$ cat src/rtl/apb_rr_arbiter_if.sv
// apb_rr_arbiter_if: upstream requester and downstream completer APB signals of the arbiter
interface apb_rr_arbiter_if #(
  parameter int NUM_MASTERS = 2,
  parameter int ADDR_WIDTH  = 32,
  parameter int DATA_WIDTH  = 32
);
  logic [NUM_MASTERS-1:0]            m_psel_i;
  logic [NUM_MASTERS-1:0]            m_penable_i;
  logic [NUM_MASTERS-1:0]            m_pwrite_i;
  logic [NUM_MASTERS*ADDR_WIDTH-1:0] m_paddr_i;
  logic [NUM_MASTERS*DATA_WIDTH-1:0] m_pwdata_i;
  logic [DATA_WIDTH-1:0]             m_prdata_o;
  logic [NUM_MASTERS-1:0]            m_pready_o;
  logic [NUM_MASTERS-1:0]            m_pslverr_o;
  logic                              psel_o;
  logic                              penable_o;
  logic                              pwrite_o;
  logic [ADDR_WIDTH-1:0]             paddr_o;
  logic [DATA_WIDTH-1:0]             pwdata_o;
  logic [DATA_WIDTH-1:0]             prdata_i;
  logic                              pready_i;
  logic                              pslverr_i;
  modport slave (
    input  m_psel_i, m_penable_i, m_pwrite_i, m_paddr_i, m_pwdata_i, prdata_i, pready_i, pslverr_i,
    output m_prdata_o, m_pready_o, m_pslverr_o, psel_o, penable_o, pwrite_o, paddr_o, pwdata_o
  );
  modport master (
    output m_psel_i, m_penable_i, m_pwrite_i, m_paddr_i, m_pwdata_i, prdata_i, pready_i, pslverr_i,
    input  m_prdata_o, m_pready_o, m_pslverr_o, psel_o, penable_o, pwrite_o, paddr_o, pwdata_o
  );
endinterface

$ cat src/rtl/apb_rr_arbiter.sv
// apb_rr_arbiter: round-robin sharing of one APB completer between NUM_MASTERS requesters
module apb_rr_arbiter #(
  parameter int NUM_MASTERS    = 2,
  parameter int ADDR_WIDTH     = 32,
  parameter int DATA_WIDTH     = 32,
  parameter int TIMEOUT_CYCLES = 255
) (
  input  logic                           clk_i,
  input  logic                           rst_i,
  apb_rr_arbiter_if.slave                bus,
  output logic [$clog2(NUM_MASTERS)-1:0] grant_o,
  output logic                           busy_o
);
  localparam int GW = $clog2(NUM_MASTERS);
  localparam int CW = $clog2(TIMEOUT_CYCLES + 2);
  typedef enum logic [1:0] {IDLE, SETUP, ACCESS} state_t;
  state_t                state_q, state_d;
  logic [GW-1:0]         grant_q, grant_d, ptr_q, ptr_d, win, idx;
  logic                  found, timeout, done;
  logic                  pwrite_q, pwrite_d;
  logic [ADDR_WIDTH-1:0] paddr_q, paddr_d;
  logic [DATA_WIDTH-1:0] pwdata_q, pwdata_d;
  logic [CW-1:0]         cnt_q, cnt_d;
  logic                  unused_penable;
  assign unused_penable = &{1'b0, bus.m_penable_i};
  always_comb begin
    found = 1'b0;
    win   = ptr_q;
    idx   = ptr_q;
    for (int k = 0; k < NUM_MASTERS; k++) begin
      idx = GW'((int'(ptr_q) + k) % NUM_MASTERS);
      if (!found && bus.m_psel_i[idx]) begin
        found = 1'b1;
        win   = idx;
      end
    end
  end
  assign timeout = (TIMEOUT_CYCLES != 0) && (cnt_q == CW'(TIMEOUT_CYCLES - 1));
  always_comb begin
    state_d  = state_q;
    grant_d  = grant_q;
    ptr_d    = ptr_q;
    pwrite_d = pwrite_q;
    paddr_d  = paddr_q;
    pwdata_d = pwdata_q;
    cnt_d    = cnt_q;
    done     = 1'b0;
    if (state_q == IDLE) begin
      if (found) begin
        state_d  = SETUP;
        grant_d  = win;
        pwrite_d = bus.m_pwrite_i[win];
        paddr_d  = bus.m_paddr_i[int'(win)*ADDR_WIDTH +: ADDR_WIDTH];
        pwdata_d = bus.m_pwdata_i[int'(win)*DATA_WIDTH +: DATA_WIDTH];
      end
    end else if (state_q == SETUP) begin
      state_d = ACCESS;
      cnt_d   = '0;
    end else begin
      done  = bus.pready_i || timeout;
      cnt_d = cnt_q + 1'b1;
      if (done) begin
        state_d = IDLE;
        ptr_d   = GW'((int'(grant_q) + 1) % NUM_MASTERS);
      end
    end
  end
  always_ff @(posedge clk_i) begin
    if (rst_i) begin
      state_q  <= IDLE;
      grant_q  <= '0;
      ptr_q    <= '0;
      pwrite_q <= 1'b0;
      paddr_q  <= '0;
      pwdata_q <= '0;
      cnt_q    <= '0;
    end else begin
      state_q  <= state_d;
      grant_q  <= grant_d;
      ptr_q    <= ptr_d;
      pwrite_q <= pwrite_d;
      paddr_q  <= paddr_d;
      pwdata_q <= pwdata_d;
      cnt_q    <= cnt_d;
    end
  end
  // a timeout abort reports an error even if the completer never drove PSLVERR
  assign bus.m_pready_o  = done ? NUM_MASTERS'(1) << grant_q : '0;
  assign bus.m_pslverr_o = (done && (!bus.pready_i || bus.pslverr_i)) ? NUM_MASTERS'(1) << grant_q : '0;
  assign bus.m_prdata_o  = (state_q == ACCESS && bus.pready_i) ? bus.prdata_i : '0;
  assign bus.psel_o      = state_q != IDLE;
  assign bus.penable_o   = state_q == ACCESS;
  assign bus.pwrite_o    = pwrite_q;
  assign bus.paddr_o     = paddr_q;
  assign bus.pwdata_o    = pwdata_q;
  assign grant_o         = grant_q;
  assign busy_o          = state_q != IDLE;
endmodule

$ cat src/flat_wrapper.sv
// flat-port wrapper written by rule: the top's interface ports become plain ports
module apb_rr_arbiter_flat 
#(
  parameter int NUM_MASTERS    = 2,
  parameter int ADDR_WIDTH     = 32,
  parameter int DATA_WIDTH     = 32,
  parameter int TIMEOUT_CYCLES = 255
)
  (clk_i, rst_i, grant_o, busy_o, bus_m_psel_i, bus_m_penable_i, bus_m_pwrite_i, bus_m_paddr_i, bus_m_pwdata_i, bus_prdata_i, bus_pready_i, bus_pslverr_i, bus_m_prdata_o, bus_m_pready_o, bus_m_pslverr_o, bus_psel_o, bus_penable_o, bus_pwrite_o, bus_paddr_o, bus_pwdata_o);
  apb_rr_arbiter_if #(.NUM_MASTERS(NUM_MASTERS), .ADDR_WIDTH(ADDR_WIDTH), .DATA_WIDTH(DATA_WIDTH)) bus_i ();
  input  logic clk_i;
  input  logic rst_i;
  output logic [$clog2(NUM_MASTERS)-1:0] grant_o;
  output logic busy_o;
  input wire logic [$bits(bus_i.m_psel_i)-1:0] bus_m_psel_i;
  input wire logic [$bits(bus_i.m_penable_i)-1:0] bus_m_penable_i;
  input wire logic [$bits(bus_i.m_pwrite_i)-1:0] bus_m_pwrite_i;
  input wire logic [$bits(bus_i.m_paddr_i)-1:0] bus_m_paddr_i;
  input wire logic [$bits(bus_i.m_pwdata_i)-1:0] bus_m_pwdata_i;
  input wire logic [$bits(bus_i.prdata_i)-1:0] bus_prdata_i;
  input wire logic [$bits(bus_i.pready_i)-1:0] bus_pready_i;
  input wire logic [$bits(bus_i.pslverr_i)-1:0] bus_pslverr_i;
  output wire logic [$bits(bus_i.m_prdata_o)-1:0] bus_m_prdata_o;
  output wire logic [$bits(bus_i.m_pready_o)-1:0] bus_m_pready_o;
  output wire logic [$bits(bus_i.m_pslverr_o)-1:0] bus_m_pslverr_o;
  output wire logic [$bits(bus_i.psel_o)-1:0] bus_psel_o;
  output wire logic [$bits(bus_i.penable_o)-1:0] bus_penable_o;
  output wire logic [$bits(bus_i.pwrite_o)-1:0] bus_pwrite_o;
  output wire logic [$bits(bus_i.paddr_o)-1:0] bus_paddr_o;
  output wire logic [$bits(bus_i.pwdata_o)-1:0] bus_pwdata_o;
  assign bus_i.m_psel_i = bus_m_psel_i;
  assign bus_i.m_penable_i = bus_m_penable_i;
  assign bus_i.m_pwrite_i = bus_m_pwrite_i;
  assign bus_i.m_paddr_i = bus_m_paddr_i;
  assign bus_i.m_pwdata_i = bus_m_pwdata_i;
  assign bus_i.prdata_i = bus_prdata_i;
  assign bus_i.pready_i = bus_pready_i;
  assign bus_i.pslverr_i = bus_pslverr_i;
  assign bus_m_prdata_o = bus_i.m_prdata_o;
  assign bus_m_pready_o = bus_i.m_pready_o;
  assign bus_m_pslverr_o = bus_i.m_pslverr_o;
  assign bus_psel_o = bus_i.psel_o;
  assign bus_penable_o = bus_i.penable_o;
  assign bus_pwrite_o = bus_i.pwrite_o;
  assign bus_paddr_o = bus_i.paddr_o;
  assign bus_pwdata_o = bus_i.pwdata_o;
  apb_rr_arbiter #(.NUM_MASTERS(NUM_MASTERS), .ADDR_WIDTH(ADDR_WIDTH), .DATA_WIDTH(DATA_WIDTH), .TIMEOUT_CYCLES(TIMEOUT_CYCLES)) u_core (.clk_i(clk_i), .rst_i(rst_i), .bus(bus_i), .grant_o(grant_o), .busy_o(busy_o));
endmodule
$ cat config.mk
export PLATFORM = sky130hd
export DESIGN_NAME = apb_rr_arbiter_flat
export DESIGN_NICKNAME = d
export VERILOG_FILES = /design/src/rtl/apb_rr_arbiter_if.sv /design/src/rtl/apb_rr_arbiter.sv /design/src/flat_wrapper.sv
export SDC_FILE = /design/constraint.sdc
export NUM_CORES = 1
export LEC_CHECK = 0
export ABC_AREA = 1
export CAP_MARGIN = 20
export CORE_AREA = 2 2 124 126
export CTS_CLUSTER_DIAMETER = 120
export DETAILED_ROUTE_END_ITERATION = 10
export DIE_AREA = 0 0 126 128
export HOLD_SLACK_MARGIN = 0.02
export PLACE_DENSITY = 0.7
export SYNTH_ARGS = -nofsm -noshare
export SYNTH_HDL_FRONTEND = slang
export SYNTH_SLANG_ARGS = --single-unit
$ cat constraint.sdc
create_clock -name clk_i -period 1.9 [get_ports clk_i]
set_input_delay 0.38 -clock clk_i [delete_from_list [all_inputs] [get_ports clk_i]]
set_output_delay 0.38 -clock clk_i [all_outputs]
set_load 0.03 [all_outputs]
==> results.json <==
{
  "status": "finished, violations left",
  "violations": "setup timing",
  "synth_seq_area_share_pct": 35.9,
  "final-max-slew-violation-count": 0,
  "ir_drop_v": 0.000363,
  "yosysTopAreaCell": "dfxtp_1",
  "drtIter0Drc": 275,
  "grt-ovfl-total": 0,
  "finalPower_mw": 5.98,
  "setup_tns_ps": -231,
  "antenna_cells": 0,
  "syn_inst": 733,
  "design.core.area_um2": 14900,
  "setup_viol": 4,
  "hp-class": "primary input to flop",
  "clk_pin_slew_ps": 60,
  "critPathMaxFanout": 4,
  "end_kind": "output port",
  "cap_viol_max_count": 0,
  "dr.pass1.iters": 4,
  "gp_congestion": 0.773,
  "fill_cells": 1466,
  "clkSinkCount": 78,
  "cts_tree": "built",
  "cts_buffer_depth": 2,
  "fmax_mhz": 503,
  "relSlewSlack_pct": 75.1,
  "layout_min_cycle_time_ps": 1990,
  "port_buffers": 272,
  "netlist.area_leader.share_pct": 35.9,
  "holdWs_ps": 451,
  "grt_max_degree": 46,
  "die_w_um": 126,
  "wl_per_cell_um": 12.7,
  "syn_area_um2": 4350,
  "cpMaxStageDelayCell": "dfxtp_2",
  "wl_mm": 15.1,
  "r2r_start": "u_core.cnt_q[1]",
  "finalCritPeriodShare_pct": 105,
  "ys_seq_elements": 78,
  "tightest_slew_ps": 373,
  "syn_avg_cell_area_um2": 5.94,
  "syn-num-nets": 905,
  "min-delay-start": "rst_i",
  "io_pins": 275,
  "numCtsBuffers": 9,
  "rows": 45,
  "dp_hpwl_mm": 11.3,
  "fin_util_pct": 52.9,
  "grt_pass1_vias": 4705,
  "antenna_found_initial": 0,
  "start_util_pct": 29.3,
  "cp_top_family": "simple AND/OR/NAND/NOR gates",
  "vias_per_cell": 4.41,
  "vias": 5260,
  "cts_max_level": 3,
  "startpoint_type": "flop",
  "skew_ps": 5.04,
  "p_leak_nw": 3.86,
  "fin_ws_ps": -87.8,
  "synth_cell_types": 23,
  "areaGrowthSynthToFinish_pct": 80.7,
  "clk_latency_ps": 340,
  "crit_start": "u_core.cnt_q[0]",
  "synth.area.top_cells": "dfxtp_1 36%, nand3_1 16%, nor2_1 15%",
  "rsz0062_at_grt": "yes",
  "grt_pass1_wl_mm": 23.5,
  "yosysWarnings": 0,
  "crit_type": "flop to output port",
  "root_buffer": "clkbuf_16",
  "timing.critical_path.required_ps": 1520,
  "nets": 1174,
  "grt_usage_pct": 17.9,
  "drive_gt1_share_pct": 12.8,
  "drc": 0,
  "die_h_um": 128,
  "crit_chain": "inv_2 > ha_4 > nand3_2 > nor2_1 > nand2_1 > nand2_2 > nand2_4 > nor3_2 > buf_4",
  "cellPowerDensity_nw_per_um2": 760,
  "place_ws_ps": 29.7,
  "cpPeakStageDelay_ps": 320,
  "crit_buf_inv": 2,
  "ant_nets": 0,
  "hold_viol": 0,
  "dieArea_um2": 16100,
  "critPathArrivalTime_ps": 1610
}
layout make-up:
type	count	area [µm²]	share of cell area, %
clock inverters	4	47.5	0.604
multi-input cells	492	2320	29.5
clock buffers	11	243	3.09
well taps	188	235	2.99
repair buffers	307	3030	38.5
inverters	114	430	5.47
flip-flops and latches	78	1570	19.9
worst register-to-register path, cell delays in order, from the launching register on:
cell and delay, ps:
dfxtp_2 340, buf_4 120, ha_1 160, nand3_1 100, nor2_1 240, nand3_1 140, o21ai_0 170, nor2_1 50
cell families after synthesis:
logic type / share of synthesized area (%)
buffers and inverters: 16.0
AOI/OAI and AO/OA: 2.24
adders and majority gates: 0.575
and+or+nand+nor: 45.3
DFF: 35.9
through the flow:
stage | instance area (µm²) | instances
floorplan | 4520 | 733
global placement | 7440 | 1172
detailed placement | 7440 | 1172
CTS | 7770 | 1189
global route | 7870 | 1194
finish | 7870 | 1194
cells in the mapped netlist (all sizes together):
master,count
buf,37
nor3,5
nor2,178
nor3b,1
a21oi,7
nand3b,1
clkbuf,12
o21ai,8
nand3,136
nand4,1
nand2,150
ha,2
dfxtp,78
inv,114
a22oi,2
or2,1
cells in the final DEF, fill, tap and decap left out, types with 2 or more instances in the layout:
master	instances
a21oi_1	7
a22oi_1	2
buf_12	9
buf_4	58
buf_6	3
clkbuf_16	10
clkdlybuf4s50_1	231
clkinv_2	2
dfxtp_1	75
dfxtp_2	2
dlygate4sd2_1	4
inv_1	111
inv_2	2
nand2_1	145
nand2_2	4
nand3_1	135
nor2_1	153
nor2_2	2
nor2_4	23
nor3_1	3
nor3_2	2
o21ai_0	5
sequential cells by signal, summed over array words and instances (netlist names):
register	cells
u_core.bus.paddr_o	32
u_core.bus.pwdata_o	32
u_core.cnt_q	9
u_core.state_q	2
u_core.bus.pwrite_o	1
u_core.grant_o	1
u_core.ptr_q	1
per-layer routing:
layer | global-route usage, % | share of wire [%]
met1 | 20.4 | 40
met2 | 31.7 | 50
met4 | 6.59 | 2.0
met5 | 0 | 0
met3 | 5.47 | 8.6
power breakdown:
group	internal (mW)	total (mW)	switching, mW
clock	1.04	1.70	0.662
combinational	1.05	2.33	1.27
sequential	1.84	1.95	0.108
final timing paths:
kind	cells after the start	slack [ps]	end
worst min register to register	2	480	u_core.cnt_q[5]
worst min-delay path	4	450	u_core.bus.paddr_o[0]
worst max register to register	7	480	u_core.cnt_q[8]
worst max-delay path	9	-90	bus_m_pslverr_o[1]
timing repair:
action                                  in CTS  in global routing
gates cloned                                 0                  2
hold buffers                                 0                  0
setup buffers                                2                  3
gates resized for setup                     16                  7
endpoints found under the setup margin      39                 29
pin swaps                                    1                  3
Note: power is estimated with default switching activity, not from simulation.
